--- src/rtl/pe_array_pkg.sv ---
// Shared types and helpers for the multi-channel PE array.
// Holds the FSM state encoding, width helpers and the weight-index mapping.
// The optional PE_ARRAY_RELU_EN build macro is consumed by pe_array_mc.
package pe_array_pkg;

   typedef enum logic [1:0] {
      IDLE = 2'd0,
      LOAD = 2'd1,
      RUN  = 2'd2
   } state_e;

   function automatic int prod_width(input int dw, input int ww);
      return dw + ww;
   endfunction

   // Adding K*NCH products needs clog2(K*NCH) extra bits to stay exact.
   function automatic int sum_width(input int dw, input int ww, input int k, input int nch);
      return dw + ww + $clog2(k * nch);
   endfunction

   // Flat weight address: channel-major, then row, then column.
   function automatic int idx(input int ch, input int r, input int c, input int k);
      return (ch * k + r) * k + c;
   endfunction

endpackage

--- src/rtl/pe_row_mac.sv ---
// One kernel row: KERNEL_SIZE multipliers, adder tree and channel accumulator.
// Latency: products registered on ld_i, accumulator updated one cycle later on acc_en_i.
// Backpressure: the caller freezes both stages by holding ld_i and acc_en_i low.
module pe_row_mac
   import pe_array_pkg::*;
#(
   parameter int KERNEL_SIZE  = 3,
   parameter int DATA_WIDTH   = 8,
   parameter int WEIGHT_WIDTH = 8,
   parameter int SUM_WIDTH    = 18,
   parameter int SIGNED       = 0
) (
   input  logic                                 clk,
   input  logic                                 rst,
   input  logic                                 ld_i,
   input  logic [DATA_WIDTH*KERNEL_SIZE-1:0]    pix_i,
   input  logic [WEIGHT_WIDTH*KERNEL_SIZE-1:0]  wgt_i,
   input  logic                                 acc_en_i,
   input  logic                                 clr_i,
   output logic [SUM_WIDTH-1:0]                 acc_d_o
);

   localparam int   PW  = prod_width(DATA_WIDTH, WEIGHT_WIDTH);
   localparam int   EXT = SUM_WIDTH - PW;
   localparam logic SGN = (SIGNED != 0);

   logic [PW-1:0]        prod_d [KERNEL_SIZE];
   logic [PW-1:0]        prod_q [KERNEL_SIZE];
   logic [SUM_WIDTH-1:0] tree_sum;
   logic [SUM_WIDTH-1:0] acc_q;

   // Operands are extended to the full product width first, so the low PW bits
   // of the product are exact for both signed and unsigned operands.
   for (genvar k = 0; k < KERNEL_SIZE; k++) begin : g_mul
      logic [DATA_WIDTH-1:0]   px;
      logic [WEIGHT_WIDTH-1:0] wt;
      assign px        = pix_i[k*DATA_WIDTH +: DATA_WIDTH];
      assign wt        = wgt_i[k*WEIGHT_WIDTH +: WEIGHT_WIDTH];
      assign prod_d[k] = {{WEIGHT_WIDTH{SGN & px[DATA_WIDTH-1]}}, px}
                       * {{DATA_WIDTH{SGN & wt[WEIGHT_WIDTH-1]}}, wt};
   end

   // Row adder tree plus accumulate; a channel-0 beat overwrites the accumulator.
   always_comb begin
      tree_sum = '0;
      for (int k = 0; k < KERNEL_SIZE; k++) begin
         tree_sum = tree_sum + {{EXT{SGN & prod_q[k][PW-1]}}, prod_q[k]};
      end
      acc_d_o = (clr_i ? '0 : acc_q) + tree_sum;
   end

   // Stage-1 product registers and stage-2 accumulator.
   always_ff @(posedge clk or posedge rst) begin
      if (rst) begin
         for (int k = 0; k < KERNEL_SIZE; k++) prod_q[k] <= '0;
         acc_q <= '0;
      end else begin
         if (ld_i) begin
            for (int k = 0; k < KERNEL_SIZE; k++) prod_q[k] <= prod_d[k];
         end
         if (acc_en_i) acc_q <= acc_d_o;
      end
   end

endmodule

--- src/rtl/pe_array_mc.sv ---
// KxK PE array with serial weight load, per-row dot products accumulated over NUM_CH channels.
// Latency: out_valid rises 2 cycles after the last-channel beat is accepted; 1 beat/cycle.
// Backpressure: out_valid && !out_ready freezes both stages and drops in_ready. Macro: PE_ARRAY_RELU_EN.
module pe_array_mc
   import pe_array_pkg::*;
#(
   parameter int  KERNEL_SIZE   = 3,
   parameter int  NUM_CH        = 2,
   parameter int  DATA_WIDTH    = 8,
   parameter int  WEIGHT_WIDTH  = 8,
   parameter int  SIGNED        = 0,
   localparam int SUM_WIDTH     = sum_width(DATA_WIDTH, WEIGHT_WIDTH, KERNEL_SIZE, NUM_CH),
   localparam int TOTAL_WEIGHTS = KERNEL_SIZE * KERNEL_SIZE * NUM_CH,
   localparam int CW            = $clog2(NUM_CH) + 1
) (
   input  logic                              clk,
   input  logic                              rst,
   input  logic                              w_start,
   input  logic                              w_valid,
   input  logic [WEIGHT_WIDTH-1:0]           w_data,
   output logic                              ready,
   input  logic                              in_valid,
   output logic                              in_ready,
   input  logic [DATA_WIDTH*KERNEL_SIZE-1:0] dataIn,
   output logic                              out_valid,
   input  logic                              out_ready,
   output logic [SUM_WIDTH*KERNEL_SIZE-1:0]  dataOut,
   output logic [CW-1:0]                     ch_idx
);

   localparam int AW = $clog2(TOTAL_WEIGHTS);

   state_e                              state_q, state_d;
   logic [AW-1:0]                       waddr_q;
   logic [WEIGHT_WIDTH-1:0]             wgt_q [TOTAL_WEIGHTS];
   logic [WEIGHT_WIDTH*KERNEL_SIZE-1:0] wrow  [KERNEL_SIZE];
   logic [SUM_WIDTH-1:0]                row_sum [KERNEL_SIZE];
   logic [SUM_WIDTH*KERNEL_SIZE-1:0]    dout_d, dout_q;
   logic [CW-1:0]                       ch_q;
   logic                                s1_vld_q, s1_ch0_q, s1_last_q, out_vld_q;
   logic                                stall, accept, adv2, pipe_empty, restart;

   assign stall      = out_vld_q && !out_ready;
   assign in_ready   = (state_q == RUN) && !stall;
   assign accept     = in_valid && in_ready;
   assign adv2       = s1_vld_q && !stall;
   assign pipe_empty = !s1_vld_q && !out_vld_q;
   assign restart    = w_start && (state_d == LOAD);

   // Next-state logic; a reload from RUN waits for an empty pipeline.
   always_comb begin
      state_d = state_q;
      case (state_q)
         IDLE:    if (w_start) state_d = LOAD;
         LOAD:    if (!w_start && w_valid && waddr_q == AW'(TOTAL_WEIGHTS - 1)) state_d = RUN;
         RUN:     if (w_start && pipe_empty) state_d = LOAD;
         default: state_d = IDLE;
      endcase
   end

   // State register.
   always_ff @(posedge clk or posedge rst) begin
      if (rst) state_q <= IDLE;
      else     state_q <= state_d;
   end

   // Serial weight store; any accepted w_start rewinds the address counter.
   always_ff @(posedge clk or posedge rst) begin
      if (rst) begin
         waddr_q <= '0;
         for (int i = 0; i < TOTAL_WEIGHTS; i++) wgt_q[i] <= '0;
      end else if (restart) begin
         waddr_q <= '0;
      end else if (state_q == LOAD && w_valid) begin
         wgt_q[waddr_q] <= w_data;
         waddr_q        <= waddr_q + 1'b1;
      end
   end

   // Pick each row's weights for the channel of the beat being accepted.
   always_comb begin
      for (int r = 0; r < KERNEL_SIZE; r++) begin
         wrow[r] = '0;
         for (int c = 0; c < KERNEL_SIZE; c++) begin
            wrow[r][c*WEIGHT_WIDTH +: WEIGHT_WIDTH] = wgt_q[AW'(idx(int'(ch_q), r, c, KERNEL_SIZE))];
         end
      end
   end

   for (genvar r = 0; r < KERNEL_SIZE; r++) begin : g_row
      pe_row_mac #(
         .KERNEL_SIZE (KERNEL_SIZE),
         .DATA_WIDTH  (DATA_WIDTH),
         .WEIGHT_WIDTH(WEIGHT_WIDTH),
         .SUM_WIDTH   (SUM_WIDTH),
         .SIGNED      (SIGNED)
      ) u_row (
         .clk     (clk),
         .rst     (rst),
         .ld_i    (accept),
         .pix_i   (dataIn),
         .wgt_i   (wrow[r]),
         .acc_en_i(adv2),
         .clr_i   (s1_ch0_q),
         .acc_d_o (row_sum[r])
      );
   end

   // Output word, optionally clamping negative sums to zero.
   always_comb begin
      dout_d = '0;
      for (int r = 0; r < KERNEL_SIZE; r++) begin
         dout_d[r*SUM_WIDTH +: SUM_WIDTH] = row_sum[r];
`ifdef PE_ARRAY_RELU_EN
         if (SIGNED != 0 && row_sum[r][SUM_WIDTH-1]) dout_d[r*SUM_WIDTH +: SUM_WIDTH] = '0;
`endif
      end
   end

   // Channel counter and stage-1 beat tags.
   always_ff @(posedge clk or posedge rst) begin
      if (rst) begin
         ch_q      <= '0;
         s1_vld_q  <= 1'b0;
         s1_ch0_q  <= 1'b0;
         s1_last_q <= 1'b0;
      end else begin
         if (!stall) s1_vld_q <= accept;
         if (accept) begin
            ch_q      <= (ch_q == CW'(NUM_CH - 1)) ? '0 : ch_q + 1'b1;
            s1_ch0_q  <= (ch_q == '0);
            s1_last_q <= (ch_q == CW'(NUM_CH - 1));
         end
      end
   end

   // Output register, loaded when the last channel leaves stage 2.
   always_ff @(posedge clk or posedge rst) begin
      if (rst) begin
         out_vld_q <= 1'b0;
         dout_q    <= '0;
      end else if (!stall) begin
         out_vld_q <= adv2 && s1_last_q;
         if (adv2 && s1_last_q) dout_q <= dout_d;
      end
   end

   assign ready     = (state_q == RUN);
   assign out_valid = out_vld_q;
   assign dataOut   = dout_q;
   assign ch_idx    = ch_q;

endmodule

--- config.mk ---
export PLATFORM = sky130hd
export DESIGN_NAME = pe_array_mc
export DESIGN_NICKNAME = d
export VERILOG_FILES = /design/src/rtl/pe_array_pkg.sv /design/src/rtl/pe_row_mac.sv /design/src/rtl/pe_array_mc.sv
export SDC_FILE = /design/constraint.sdc
export NUM_CORES = 2
export LEC_CHECK = 0
export ABC_CLOCK_PERIOD_IN_PS = 17380
export BUFFER_PORTS_ARGS = -buffer_cell sky130_fd_sc_hd__buf_2
export CORE_UTILIZATION = 25
export DETAILED_ROUTE_END_ITERATION = 6
export GPL_ROUTABILITY_DRIVEN = 0
export SLEW_MARGIN = 20
export SYNTH_ARGS = -nofsm -noshare
export SYNTH_HDL_FRONTEND = slang
export SYNTH_HIERARCHICAL = 1
export SYNTH_SLANG_ARGS = --single-unit
--- constraint.sdc ---
create_clock -name clk -period 17.38 [get_ports clk]
set_clock_uncertainty 0.05 [all_clocks]
set_input_delay 1.738 -clock clk [delete_from_list [all_inputs] [get_ports clk]]
set_output_delay 1.738 -clock clk [all_outputs]
set_load 0.02 [all_outputs]
==> impl_metrics.ini <==
[logic_synthesis]
async_flop_share_pct = 100
synthesis.nets = 5576
synth_top_area_share_pct = 22.1
ys_ff_latch = 415
syn-cell-area_um2 = 47000
synth_enable_flop_cells = 0
synthTopCellsByArea = dfrtp_1 22%, fa_1 16%, ha_1 12%, mux2_2 9.6%, and2_1 6.8%
synth_flop_cell = dfrtp_1
yosysWarnings = 6
yosysSeqAreaShare_pct = 22.1
ys_types = 116
synth_top_area_cell = dfrtp_1
synth.avg_cell_area_um2 = 9.97
syn_inst = 4720

[place]
port_buffers = 99
dpl.hpwl_um = 104000
place_ws_ps = 8810

[floorplanning]
rows = 158
die_y_um = 436
core_area_um2 = 186000
die_width_um = 436
ios = 100
dieArea_um2 = 190000
initial_core_util_pct = 25.3

[setup_path]
worst_setup_path_end_kind = flop
worstReg2RegEnd = g_row[1].u_row/prod_q[47]
cpMaxStageDelayCell = o311ai_1
criticalPathCategory = flop to flop
path_max_fanout = 49
crit_required_ps = 17830
r2r_setup_slack_ps = 8650
cp_top_family = simple AND/OR/NAND/NOR gates
critical_path.cell_chain = buf_4 -> buf_4 -> nand2b_1 -> nor2_1 -> o311ai_1 -> o21ai_0 -> and2_1 -> fa_1 -> inv_1 -> fa_1 -> inv_1 -> fa_1 -> inv_1 -> fa_1 -> inv_1 -> ha_1 -> or4_1 -> o221ai_1 -> a21oi_1 -> nor2_1 -> nor4b_1 -> nor3_1
slowest_delay_ps = 760
r2r-start = ch_idx[0]
startpoint_type = flop
arrival_ps = 9180
reg2reg_depth = 22
cp_num_buf_inv = 6

[hold_path]
holdCritStartpoint = g_row[2].u_row/acc_q[18]
hold_path_end = g_row[2].u_row/acc_q[18]
min_path_type = flop to flop
hold_depth = 1

[finish]
seqCellArea_um2 = 10400
fillCellCount = 19500
mostFrequentLayoutCell = inv_1
areaGrowthSynthToFinish_pct = 10.4
multi_input_area_um2 = 33800
finalNetCount = 5625
drive_gt1_share_pct = 15.8
mostFrequentLayoutCells = 549 x inv_1, 508 x and2_1, 439 x ha_1, 413 x dfrtp_1, 399 x mux2_2

[drt]
via_per_inst = 4.81
postRouteAntennaNets = 0
first_iter_violations = 2224
num_vias = 35100
drc = 0
first_pass_iters = 5
wire_per_inst_um = 18.2
routed_wl_um = 132000

[cts]
cts-hold-fix-buffers = 0
htreeDepth = 2
cts_num_sinks = 415
cts_tree = done
clk_latency_ps = 650
numCtsBuffers = 49
cts_resized = 0
post_cts_buffers = 0
clockBufferDepth = 3
root_buffer = clkbuf_16
path_clk_slew_ps = 70

[timing]
finalSetupTns_ps = 0
fin_crit_ps = 8730
setup_viol = 0
hold_violations = 0
fmax_mhz = 114
whs_ps = 441
report.final.slew_viol_count = 0
rsz0062_at_grt = false
fin_crit_sh_pct = 50.3
relSlewSlack_pct = 24.0
worst_slack_ps = 8650
worst_pin_slew_ps = 1140

[grt]
antenna_found_initial = 12
grt_max_degree = 81
grt_usage_pct = 13.9
grt_first_pass_wirelength_um = 209000
grt_overflow_total = 0
grt_pass1_vias = 36300

[pwr]
powerDensity_nw_per_um2 = 45.6
power.static_leakage_uw = 0.0269
peakVddDrop_uv = 68.0

[job]
maxCapViolCount = 0

[outcome]
status = finished clean
## area by class of cell
type | count | share of cell area, %
repair buffers | 141 | 1.56
clock inverters | 22 | 0.648
well taps | 2480 | 5.97
flip-flops and latches | 415 | 20.0
diodes | 3 | 0.0145
clock buffers | 70 | 2.73
inverters | 556 | 4.04
multi-input cells | 3606 | 65.0
## registers in the layout, indices dropped and copies added (netlist names)
| signal | cells |
|---|---|
| wgt_q | 144 |
| dataOut | 57 |
| s1_ch0_q | 1 |
| ch_idx | 2 |
| g_row.u_row/acc_q | 57 |
| s1_last_q | 1 |
| state_q | 2 |
| out_valid | 1 |
| waddr_q | 5 |
| s1_vld_q | 1 |
| g_row.u_row/prod_q | 144 |
## cells by family after synthesis
logic type,synth area share (%)
xor+xnor,2.97
buf+inv,6.14
fa+ha+maj,27.8
compound gates,10.9
flops,22.1
simple gates,14.6
mux,15.6
## worst reg2reg max path: cells and delay by family (launching register included)
kind,cells,cell delay (ps)
fa+ha+maj,5,2160
compound gates,4,1830
simple gates,7,2250
flops,1,680
buf+inv,6,1620
## stage by stage
stage	cell area, um2	utilization (%)	instances	power [uW]
floorplan	47000	-	4720	1150
global placement	50200	26.9	7197	1240
detailed placement	50200	26.9	7197	1250
CTS	51900	27.9	7289	2400
global route	51900	27.9	7291	2460
finish	52000	27.9	7293	2370
## routing by layer
metal / routed length, um / vias to the layer above / global-route usage [%]
met5: 9 / - / 0
met4: 4940 / 2 / 5.05
met3: 7070 / 245 / 2.36
met2: 64300 / 906 / 24.0
met1: 56100 / 17700 / 17.1
li1: - / 16300 / -
## worst max-delay path by stage
stage	start	end	slack, ps	depth (start not counted)
after CTS	ch_idx[0]	g_row[2].u_row/prod_q[14]	8750	22
final	ch_idx[0]	g_row[1].u_row/prod_q[47]	8650	22
after global routing	ch_idx[0]	g_row[1].u_row/prod_q[47]	8350	22
after global placement	ch_idx[0]	g_row[2].u_row/prod_q[14]	9000	22
after floorplan	rst	ch_idx[0]	9740	1
after detailed placement	ch_idx[0]	g_row[2].u_row/prod_q[14]	8810	22
## report_power, final
group	internal, uW	switching [uW]	total [uW]
sequential	994	31.9	1030
clock	676	459	1130
combinational	74.5	135	210
total	1740	626	2370
## synthesized netlist by cell type (27+ instances only)
library cell,n
clkbuf_1,70
dfrtp_1,415
xor2_1,34
nor3_1,41
inv_1,554
a211oi_1,42
mux2i_1,160
ha_1,440
a21oi_1,173
mux4_2,51
fa_1,378
a21o_1,67
mux2_2,399
nor2_1,144
nor2b_1,87
and2_1,509
nand2_1,285
o21a_1,42
a22oi_1,27
o21ai_0,154
xnor2_1,117
o211ai_1,32
nand3_1,54
nand2b_1,37
Note: power is estimated with default switching activity, not from simulation.
